==> src/rtl/iter_int_mul.sv <==
// Iterative signed 32x32->64 multiplier: one operand pair in flight, shift-and-add core.
// Define ITER_INT_MUL_RADIX4_EN to retire 2 multiplier bits per cycle (L=16 instead of 32).
module iter_int_mul (
    input  logic        clk,
    input  logic        reset,
    input  logic [31:0] intA,
    input  logic [31:0] intB,
    input  logic        val_op,
    output logic        oprand_rdy,
    output logic [63:0] longP,
    output logic        commit,
    output logic [1:0]  dbg_state
);

`ifdef ITER_INT_MUL_RADIX4_EN
    localparam int CW = 4;
`else
    localparam int CW = 5;
`endif
    localparam logic [CW-1:0] CNT_LAST = '1;

    typedef enum logic [1:0] {
        IDLE = 2'd0,
        BUSY = 2'd1,
        DONE = 2'd2
    } state_t;

    state_t        state, state_next;
    logic [63:0]   mcand, acc, acc_next, pp, mcand_sh;
    logic [31:0]   mplier, mplier_sh, a_abs, b_abs;
    logic [CW-1:0] cnt;
    logic          neg, accept, last;

    // Valid/ready: a pair transfers on a rising edge where val_op and oprand_rdy
    // are both high; the source holds intA/intB/val_op stable until then.
    assign oprand_rdy = (state != BUSY);
    assign accept     = val_op && oprand_rdy;
    assign last       = (state == BUSY) && (cnt == CNT_LAST);
    assign dbg_state  = state;

    assign a_abs = intA[31] ? (~intA + 32'd1) : intA;
    assign b_abs = intB[31] ? (~intB + 32'd1) : intB;

    always_comb begin
        pp = 64'd0;
`ifdef ITER_INT_MUL_RADIX4_EN
        case (mplier[1:0])
            2'd0: pp = 64'd0;
            2'd1: pp = mcand;
            2'd2: pp = mcand << 1;
            2'd3: pp = mcand + (mcand << 1);
            default: pp = 64'd0;
        endcase
        mplier_sh = mplier >> 2;
        mcand_sh  = mcand << 2;
`else
        if (mplier[0]) pp = mcand;
        mplier_sh = mplier >> 1;
        mcand_sh  = mcand << 1;
`endif
        acc_next = acc + pp;
    end

    always_comb begin
        state_next = state;
        case (state)
            IDLE:    if (accept) state_next = BUSY;
            BUSY:    if (last) state_next = DONE;
            DONE:    state_next = accept ? BUSY : IDLE;
            default: state_next = IDLE;
        endcase
    end

    always_ff @(posedge clk or negedge reset) begin
        if (!reset) state <= IDLE;
        else        state <= state_next;
    end

    always_ff @(posedge clk or negedge reset) begin
        if (!reset) begin
            mcand  <= 64'd0;
            mplier <= 32'd0;
            acc    <= 64'd0;
            cnt    <= '0;
            neg    <= 1'b0;
            longP  <= 64'd0;
            commit <= 1'b0;
        end else begin
            commit <= last;
            if (accept) begin
                mcand  <= {32'd0, a_abs};
                mplier <= b_abs;
                acc    <= 64'd0;
                cnt    <= '0;
                neg    <= intA[31] ^ intB[31];
            end else if (state == BUSY) begin
                acc    <= acc_next;
                mplier <= mplier_sh;
                mcand  <= mcand_sh;
                // Hold at terminal count rather than wrap.
                if (!last) cnt <= cnt + 1'b1;
            end
            if (last) longP <= neg ? (~acc_next + 64'd1) : acc_next;
        end
    end

endmodule

==> config.mk <==
export PLATFORM = sky130hd
export DESIGN_NAME = iter_int_mul
export DESIGN_NICKNAME = d
export VERILOG_FILES = /design/src/rtl/iter_int_mul.sv
export SDC_FILE = /design/constraint.sdc
export NUM_CORES = 1
export LEC_CHECK = 0
export CORE_UTILIZATION = 40
export DETAILED_ROUTE_END_ITERATION = 10
export PLACE_DENSITY = 0.62
export SYNTH_ARGS = -nofsm -noshare
export SYNTH_HDL_FRONTEND = slang
export SYNTH_SLANG_ARGS = --single-unit
export TNS_END_PERCENT = 30
==> constraint.sdc <==
create_clock -name clk -period 6.2 [get_ports clk]
set_input_delay 1.24 -clock clk [delete_from_list [all_inputs] [get_ports clk]]
set_output_delay 1.24 -clock clk [all_outputs]
set_load 0.1 [all_outputs]
Word-level counts from Yosys, hierarchy flattened
Cells that the tools add are included.

word-level totals
  input port bits = 67
  memories = 0
  RAM bits = 0
  flip-flop bits (word level) = 233
  latch bits = 0
  logic and storage cells = 47
  output and inout port bits = 68
  memory bits (read-only) = 0

operators by class
  reductions and logical operators = 6
  div/mod/pow operators = 0
  multipliers = 0
  eq/ne operators = 7
  multiplexer cells = 17
  magnitude comparators = 0
  shift operators = 0
  bitwise gates (word level) = 4
  add/sub/neg operators = 5

operator list
  cell                                                                      number
  64-bit two-way mux                                                        6
  32-bit two-way mux                                                        4
  32-bit by 1-bit adder with 32-bit output (second input constant)          2
  64-bit by 1-bit adder with 64-bit output (second input constant)          1
  64-bit adder                                                              1
  32-bit NOT                                                                2
  64-bit NOT                                                                1
  5-bit two-way mux                                                         3
  2-bit inequality test (second input constant)                             3
  2-bit one-hot mux with 3 select lines                                     1
  5-bit by 1-bit adder with 5-bit output (second input constant)            1
  5-bit equality test (second input constant)                               1
  2-bit two-way mux                                                         2
  2-bit AND reduction                                                       2
  2-bit by 1-bit equality test with 1-bit output (second input constant)    1
  2-bit equality test (second input constant)                               1
  1-bit logical AND                                                         2
  2-bit zero test                                                           1
  2-bit by 1-bit inequality test with 1-bit output (second input constant)  1
  2-bit nonzero test                                                        1
  1-bit two-way mux                                                         1
  1-bit bitwise XOR                                                         1

Longest topological paths before layout
  word-level depth = 5
  mapped depth = 19
  depth with buffers taken out = 16

Worst setup path after synthesis
OpenSTA, ideal clock, no wires.

  kind = register -> register
  start point = register mplier[0]
  end point = register longP[62]
  stages on the path, launching flop included = 20
  path buffers = 3
  data arrival time = 4597 ps
  period minus slack after synthesis = 4728 ps
  library setup time = 131 ps
  slack = 1472 ps
  cell sequence = dfrtp_1 clkbuf_1 clkbuf_1 and2_1 ha_1 inv_1 fa_1 nand2b_1 a211oi_4 o21ai_0 a221oi_2 nand3_1 or4_4 and4b_1 and3b_2 nand4bb_1 buf_2 o41ai_1 xor2_1 o21ai_1

on the way
  word-level cells in the longest chain between the ends = 5

ends and longest elaborated chain
  element                                   line  text
  from (decl)                               30    logic [31:0] mplier, mplier_sh, a_abs, b_abs;
  from (signal assigned)                    92    mplier <= b_abs;
  from (signal assigned)                    98    mplier <= mplier_sh;
  64-bit two-way mux (*)                    57    if (mplier[0]) pp = mcand;
  64-bit adder (*)                          61    acc_next = acc + pp;
  64-bit NOT                                103   if (last) longP <= neg ? (~acc_next + 64'd1) : acc_next;
  64-bit by 1-bit adder with 64-bit output  103
  64-bit two-way mux (*)                    103
  to (signal assigned)                      103
  to (decl)                                 10    output logic [63:0] longP,

Mark *: on every way between the ends. The rest lies on a longest branch, timed or not.
A chain may end at the register's enable or synchronous reset.

Worst setup path after layout
Ends and elaborated chain as after synthesis.

==> metrics.txt <==
vias in the first global route 14900; worst r2r src mplier[0]; Crit-path slowest cell a31oi_1; most common cell in the netlist nand2_1; slowest stage delay, CP 0.49 ns; Distinct cells, synth 86; Slew @ Worst Pin 1.23 ns; Final Util 46.6%; Hold WS 0.473 ns; Sw Ratio 49.6%; leakage power 8.23 nW; placed insts 2718; Via-to-Cell Ratio 5.76; CTS Hold Bufs 0; Cells after Synth 2170; Yosys top cell by area dfrtp_1; power density cells 451 mW/mm^2; Levels on crit path 18; DR iter-0 viols 1171; status finished clean; Post-synth top flop dfrtp_1; mapped cell area 0.0170 sq mm; # diodes 0; Clock power frac 17.8%; Clock Skew 0.0113 ns; Post-Syn Nets 2306; core area 0.0419 sq mm; vias 15900; die area 0.0434 sq mm; global placement routability congestion 1.01; Setup crit end kind flop; Post-Route Setup TNS 0 ns; setup bufs post-CTS 0; number of gates resized after cts 0; row count 75; Layout area overhead 14.8%; Clock Sinks 233; Pins Over Slew Limit 0; R2R Path End longP[62]; final setup fails 0; Worst setup SP type flop; critical path type reg -> reg; DRT antenna net count 0; gr ovfl total 0; number of H-tree levels 1; sequential area share after synthesis 34.2%; total wire length 52700 um; global-route wire length before repair 82900 um; Worst-Skew Late Latency 0.58 ns; First-pass DRT Iterations 7; pin count of the biggest net entering global routing 230; nets 2345; CTS Buf Count 27; R2R cell count 18; final hold violations 0; Chip Height 208 um; YS warnings 0; RSZ-0062 raised after global routing no; fraction of registers with async set/reset 100%; Buf/Inv on CP 3; Slew headroom 17.7%; CP max FO 34; worst-path cell chain buf_4 -> buf_4 -> and2_1 -> ha_1 -> inv_1 -> fa_1 -> nand2b_1 -> a211oi_4 -> o21ai_2 -> a31oi_1 -> o22ai_1 -> o21ai_0 -> xor2_1 -> nor4_1 -> nand4_1 -> o41ai_1 -> xor2_1 -> o21ai_1; Sw Pwr 4.38 mW; fraction of layout cells with a size suffix above 1 5.34%; initial antenna violation count 1; dpl ws 0.392 ns; Starting Density 40.6%; Die Wd 208 um; Post-DP HPWL 40000 um; Commonest cells post-synth nand2_1 (374), o21ai_0 (315), dfrtp_1 (233); Final min period 5.81 ns; Clock Path Buffers 3; maximum capacitance violations 0; Pwr Total 8.83 mW; Max VDD drop 0.000249 V; number of flops mapped to enable cells by yosys 0; worst min-delay path class reg -> reg; cell type group with the largest total delay on the critical path compound AO/OA/AOI/OAI gates; crit path launch mplier[0]; Max Freq 172 MHz; Routed WL per cell 19.0 um; Area after DPL 0.0187 sq mm; CTS tree done; Worst EP required 6.65 ns; post-route cell area 0.0196 sq mm; sequential share of power 28.1%; internal power 4.45 mW; fin crit share 93.6%; combinational power share 54.2%; top-area cell type share of the netlist area 34.2%; CP Data Arrival Time 6.26 ns; R2R setup slack 0.39 ns; Total GRT Usage 23.9%; clk slew on worst S/H paths 0.07 ns; CTS root buf clkbuf_16; post-route insts no fill 2767; drt drc 0; I/O pin cnt 135; CP endpoint longP[62]; port bufs 134; Yosys reg bits 233; syn_area_per_cell 7.85 sq um; synth top area cells dfrtp_1 (34%), o21ai_0 (9.2%), nand2_1 (8.2%); Final WS setup 0.395 ns
## how the worst min path moves through the flow
stage                           from         end  slack, ns  cells after the start
after floorplan           mplier[14]  mplier[13]       0.44                      2
after global placement    mplier[18]  mplier[17]       0.46                      2
after detailed placement   longP[46]   longP[46]       0.47                      2
after CTS                  longP[46]   longP[46]       0.48                      2
after global routing       longP[46]   longP[46]       0.49                      2
final                       longP[7]    longP[7]       0.47                      2
## layout make-up
type / instances / area [sq um]
Multi-Input combinational cell: 1762 / 10500
Fill cell: 4195 / 22400
Clock inverter: 8 / 61.3
Timing Repair Buffer: 154 / 1530
Sequential cell: 233 / 5830
Clock buffer: 40 / 795
Inverter: 31 / 121
Tap cell: 539 / 674
## power groups by stage
stage,logic [mW],clock network (mW),registers [mW]
6_report,4.78,1.57,2.48
3_3_place_gp,4.70,0,2.49
3_5_place_dp,4.76,0,2.50
5_1_grt,5.20,1.67,2.55
4_1_cts,4.77,1.61,2.48
2_1_floorplan,2.75,0,3.14
## routing by layer
metal / global-route usage, % / vias to the layer above / part of all wire, % / wire, um
li1: - / 7777 / - / -
met1: 34.6 / 7670 / 47 / 24900
met2: 38.0 / 416 / 45 / 23800
met3: 2.35 / 74 / 5.3 / 2790
met4: 6.23 / 0 / 2.4 / 1280
met5: 0 / - / 0 / 0
## logic make-up after synthesis
family,count (synthesis),synth area share [%]
adder cells (fa/ha/maj),69,5.11
buffers and inverters,176,4.12
multiplexers,12,0.719
AO/OA/AOI/OAI,667,23.9
AND/OR/NAND/NOR,846,23.4
flip-flops,233,34.2
XOR/XNOR,167,8.58
## sequential cells by signal, summed over array words and instances, names as in the netlist
signal / cells
acc: 64
longP: 64
mcand: 64
mplier: 32
cnt: 5
dbg_state: 2
commit: 1
neg: 1
## worst reg2reg max path, delay by kind of cell (launching register included)
family / cells / cell delay (ns)
AO/OA/AOI/OAI: 7 / 2.40
XOR/XNOR: 2 / 0.39
adder cells (fa/ha/maj): 2 / 0.61
buffers and inverters: 3 / 0.76
flip-flops: 1 / 0.34
AND/OR/NAND/NOR: 4 / 1.18
## placed cells by master, fill, tap and decap left out, types with 5 or more instances in the layout
cell type,n
and3_1,7
a21oi_1,135
xor2_1,100
xnor2_1,67
a31oi_1,8
a21boi_0,7
a21o_1,21
nand4_1,47
ha_1,68
nand2_1,373
o211ai_1,13
dfrtp_1,232
or4_1,18
clkbuf_8,7
nor4_1,9
mux2i_1,10
a221oi_1,6
o31ai_1,41
and2_1,65
or3_1,17
a21oi_2,6
clkbuf_1,6
o21a_1,17
nand3_1,69
inv_1,29
or2_2,9
o22ai_1,5
o41ai_1,9
o21ai_0,315
clkbuf_16,27
a211oi_1,11
nor3_1,30
nor2_1,150
buf_4,17
o21ai_1,10
nand2b_1,16
clkinv_2,5
clkdlybuf4s50_1,133
No activity file was read; power rests on OpenSTA's default activity.
